===== src/rtl/iir_mac_scheduler.sv =====
// First-order recursive filter controller y[n] = a*y[n-1] + b*x[n], sharing a
// single 2-stage pipelined multiplier between the b*x and a*y products.
//
// state  | meaning
// -------+------------------------------------------------------------
// IDLE   | ready for a sample; coefficient writes accepted
// MB     | issue b * x_reg to the multiplier
// MA     | issue a * y (y still holds y[n-1])
// CB     | b*x product arrives, captured into acc
// CA     | a*y product arrives, y <= acc + product
// DONE   | y_valid strobe, new y presented
module iir_mac_scheduler #(
    parameter int DATA_W = 8,
    parameter int ACC_W  = 32
) (
    input  logic              clk,
    input  logic              reset,
    input  logic              x_valid,
    output logic              x_ready,
    input  logic [DATA_W-1:0] x,
    input  logic              coef_we,
    input  logic              coef_sel,
    input  logic [ACC_W-1:0]  coef_data,
    output logic              y_valid,
    output logic [ACC_W-1:0]  y,
    output logic              busy
);

    typedef enum logic [2:0] {
        S_IDLE = 3'd0,
        S_MB   = 3'd1,
        S_MA   = 3'd2,
        S_CB   = 3'd3,
        S_CA   = 3'd4,
        S_DONE = 3'd5
    } state_t;

    state_t           state_q, state_d;
    logic [ACC_W-1:0] x_reg_q, x_reg_d;
    logic [ACC_W-1:0] a_q, a_d;
    logic [ACC_W-1:0] b_q, b_d;
    logic [ACC_W-1:0] op0_q, op0_d;
    logic [ACC_W-1:0] op1_q, op1_d;
    logic [ACC_W-1:0] prod_q, prod_d;
    logic [ACC_W-1:0] acc_q, acc_d;
    logic [ACC_W-1:0] y_q, y_d;
    logic             accept;

    always_ff @(posedge clk) begin
        if (!reset) begin
            state_q <= S_IDLE;
            x_reg_q <= '0;
            a_q     <= ACC_W'(2);
            b_q     <= ACC_W'(3);
            op0_q   <= '0;
            op1_q   <= '0;
            prod_q  <= '0;
            acc_q   <= '0;
            y_q     <= '0;
        end else begin
            state_q <= state_d;
            x_reg_q <= x_reg_d;
            a_q     <= a_d;
            b_q     <= b_d;
            op0_q   <= op0_d;
            op1_q   <= op1_d;
            prod_q  <= prod_d;
            acc_q   <= acc_d;
            y_q     <= y_d;
        end
    end

    always_comb begin
        state_d = state_q;
        x_reg_d = x_reg_q;
        a_d     = a_q;
        b_d     = b_q;
        op0_d   = op0_q;
        op1_d   = op1_q;
        acc_d   = acc_q;
        y_d     = y_q;
        prod_d  = op0_q * op1_q;
        accept  = x_valid && (state_q == S_IDLE);

        // An IDLE-cycle write lands before MB reads b, so it applies to a sample accepted alongside it.
        if (coef_we && (state_q == S_IDLE)) begin
            if (coef_sel) b_d = coef_data;
            else          a_d = coef_data;
        end

        case (state_q)
            S_IDLE: begin
                if (accept) begin
                    x_reg_d = {{(ACC_W-DATA_W){1'b0}}, x};
                    state_d = S_MB;
                end
            end
            S_MB: begin
                op0_d   = b_q;
                op1_d   = x_reg_q;
                state_d = S_MA;
            end
            S_MA: begin
                op0_d   = a_q;
                op1_d   = y_q;
                state_d = S_CB;
            end
            S_CB: begin
                acc_d   = prod_q;
                state_d = S_CA;
            end
            S_CA: begin
                y_d     = acc_q + prod_q;
                state_d = S_DONE;
            end
            S_DONE:  state_d = S_IDLE;
            default: state_d = S_IDLE;
        endcase
    end

    assign x_ready = (state_q == S_IDLE);
    assign y_valid = (state_q == S_DONE);
    assign busy    = (state_q != S_IDLE);
    assign y       = y_q;

endmodule


===== config.mk =====
export PLATFORM = sky130hd
export DESIGN_NAME = iir_mac_scheduler
export DESIGN_NICKNAME = d
export VERILOG_FILES = /design/src/rtl/iir_mac_scheduler.sv
export SDC_FILE = /design/constraint.sdc
export NUM_CORES = 2
export LEC_CHECK = 0
export ABC_AREA = 1
export CAP_MARGIN = 20
export CORE_ASPECT_RATIO = 0.75
export CORE_MARGIN = 8
export CORE_UTILIZATION = 40
export CTS_CLUSTER_DIAMETER = 80
export DETAILED_ROUTE_END_ITERATION = 16
export GPL_TIMING_DRIVEN = 0
export HOLD_SLACK_MARGIN = 0.15
export SETUP_SLACK_MARGIN = 0.2
export SYNTH_ARGS = -nofsm -noshare
export SYNTH_HDL_FRONTEND = slang
export SYNTH_SLANG_ARGS = --single-unit

===== constraint.sdc =====
create_clock -name clk -period 10.7 [get_ports clk]
set_input_delay 2.14 -clock clk [delete_from_list [all_inputs] [get_ports clk]]
set_output_delay 2.14 -clock clk [all_outputs]
set_load 0.1 [all_outputs]

==> metrics.txt <==
post-CTS sizing 0; Clk pwr share 26.4%; Power Internal 1.947 mW; H-Tree Depth 1; Slew Limit Headroom 16.47%; die area 75,080 sq um; clock sinks around 240; synthesized area 26,590 sq um; slowest cell delay on critical path 0.63 ns; asr flop ratio synth 0%; vias per cell 5.093; syn nets 4,196; maxcap violations 0; Hold Crit Class reg2reg; top_reg_cell synth dfxtp_1; sw frac a little under half; WS Path Type reg2reg; Comb pwr share 42.8%; #FFs+latches synth 235; commonest cells after routing, fill and taps aside 848 x inv_1, 844 x nand2_1, 409 x fa_1, 246 x o21ai_0, 245 x nor2_1; antenna violations before repair 0; clk_lat worst skew 0.57 ns; Crit Path Max Fanout 10; Min Hold Slack 0.4494 ns; Post-synth EDFFs 0; DRT antenna net count 0; vias in the first global route 23,002; TritonCTS clock tree yes; layout filler cell count 6,979; FF-to-FF path depth 30; commonest non-fill, non-tap cell in the layout inv_1; area grow syn2layout 10.55%; Post-Synthesis Mean Instance Area 7.412 sq um; Post-CTS Hold Buffers 0; Lkg Pwr 15.66 nW; post-route minimum period just over 8 ns; die width about 310 um; DR iter-0 viols 2,427; I/O pin total 80; Fmax 120.6 MHz; DRT Wirelength 94.66 mm; global-route wire length before repair 144.8 mm; Tot Pwr 3.576 mW; Peak supply drop 0.1052 mV; crit path DAT just under 9 ns; share of layout cells above drive strength 1 under 10%; Seq/Total Area, Yosys ~18%; routed len/inst around 21 um; CTS Root Cell clkbuf_16; largest net degree at the start of global routing 15; Syn Inst Count 3,588; Slowest-stage cell, CP fa_1; Worst setup SP type flip-flop; Fin Clk Skew around 0.019 ns; Flop pwr share 30.8%; PortBufs a little under 80; clock buffer depth 3; Vias ~23,000; num rows 82; Initial DRT Pass Iterations 8; GRT Total Usage 25.33%; Setup Viol. Count Final 0; setup tns final 0 ns; grt total ovfl 0; die span in y 239.3 um; Num CTS Buffers 25; CP Data Required Time approximately 11 ns; DRC 0; Final Hold Viols 0; status finished clean; Detailed Place HPWL 77.35 mm; starting density of the core 40.12%; Period Utilization, post-route 77.51%; gp weighted congestion 1.027; Psw 1.630 mW; pins over their slew limit 0; RSZ-0062 raised after global routing false; hold path depth 2; core area 66,280 sq um; Setup Fix Bufs, Post-CTS 0; Final #Nets around 4,300; Ys Warns 0; pwr dens 121.6 nW/um^2; clk slew on worst S/H paths roughly 0.06 ns; Setup crit end kind flip-flop; post-layout util 44.36%; Synth cell types 47; Slew @ Worst Pin 1.253 ns
-- state kept, by name, indices dropped and copies added (netlist names) --
register,flops
acc_q,32
x_reg_q,8
b_q,32
op1_q,32
prod_q,32
a_q,32
state_q,3
op0_q,32
y,32
-- cells by family (layout without fill, tap and decap cells) --
family,count (synthesis),after routing,synth area share [%]
adder cells (fa/ha/maj),563,563,38.03
AND/OR/NAND/NOR,1201,1201,17.75
flip-flops,235,235,17.69
XOR/XNOR,40,40,1.317
other,0,2,0
buffers and inverters,1032,1156,14.76
AO/OA/AOI/OAI,517,517,10.44
-- per-stage QoR --
| step | area (sq um) | setup WS, ns | instances |
|---|---|---|---|
| 2_1_floorplan | 26590 | 4.154 | 3588 |
| 3_3_place_gp | 28480 | 2.485 | 4548 |
| 3_5_place_dp | 28520 | 2.554 | 4550 |
| 4_1_cts | 29390 | 2.518 | 4594 |
| 5_1_grt | 29390 | 2.089 | 4594 |
| 6_report | 29400 | 2.407 | 4596 |
-- critical path, delay by kind of cell (launching register included) --
family	cells	cell delay, ns
flops	1	0.58
buf+inv	10	1.66
compound gates	1	0.44
fa+ha+maj	9	4.44
simple gates	10	1.05
-- worst paths after layout --
path / from / end / slack [ns]
setup / recovery: op0_q[13] / prod_q[31] / 2.41
hold / removal: b_q[12] / b_q[12] / 0.45
setup reg to reg: op0_q[13] / prod_q[31] / 2.41
hold reg to reg: b_q[12] / b_q[12] / 0.45
-- area by class of cell --
class	instances	area [sq um]	share of cell area [%]
plain buffers	181	732.0	2.490
repair buffers	80	823.3	2.800
well taps	882	1104	3.754
diodes	2	5.005	0.01702
flip-flops and latches	235	4705	16.00
clock inverters	11	187.7	0.6384
clock buffers	33	685.7	2.332
multi-input cells	2321	17960	61.10
inverters	851	3194	10.87
-- cell usage after synthesis, types with 3 or more instances --
cell,n,area [sq um]
inv_1,848,3183
nand2_1,844,3168
fa_1,409,8188
o21ai_0,246,1231
nor2_1,245,919.6
dfxtp_1,235,4705
a21oi_1,198,991.0
ha_1,154,1927
clkbuf_1,135,506.7
nand3_1,66,330.3
xor2_1,23,201.4
buf_2,21,105.1
xnor2_1,17,148.9
a21o_1,16,120.1
buf_1,16,60.06
nand4_1,12,75.07
a31oi_1,11,68.82
nor3_1,11,55.05
o211ai_1,10,75.07
nand3b_1,9,67.56
o21a_1,8,60.06
buf_4,6,45.04
a221oi_1,4,35.03
nor4_1,4,25.02
o21bai_1,4,30.03
o22ai_1,4,25.02
clkbuf_2,3,15.01
nand2_2,3,18.77
o21ai_2,3,26.28
-- layer usage --
metal | track usage [%] | up-vias | share of wire [%] | wire length, um
li1 | - | 10871 | - | -
met1 | 37.43 | 11364 | 46 | 43570
met2 | 36.53 | 1031 | 40 | 38050
met3 | 6.138 | 140 | 11 | 10040
met4 | 6.922 | 0 | 3.2 | 3003
met5 | 0 | - | 0 | 0
-- power groups by stage --
stage	combinational (mW)	sequential (mW)	clock, mW
after floorplan	0.840	1.13	0
after global placement	1.48	1.12	0
after detailed placement	1.48	1.11	0
after CTS	1.50	1.10	0.956
after global routing	1.65	1.11	0.991
final	1.53	1.10	0.943
No activity file was read; power rests on OpenSTA's default activity.
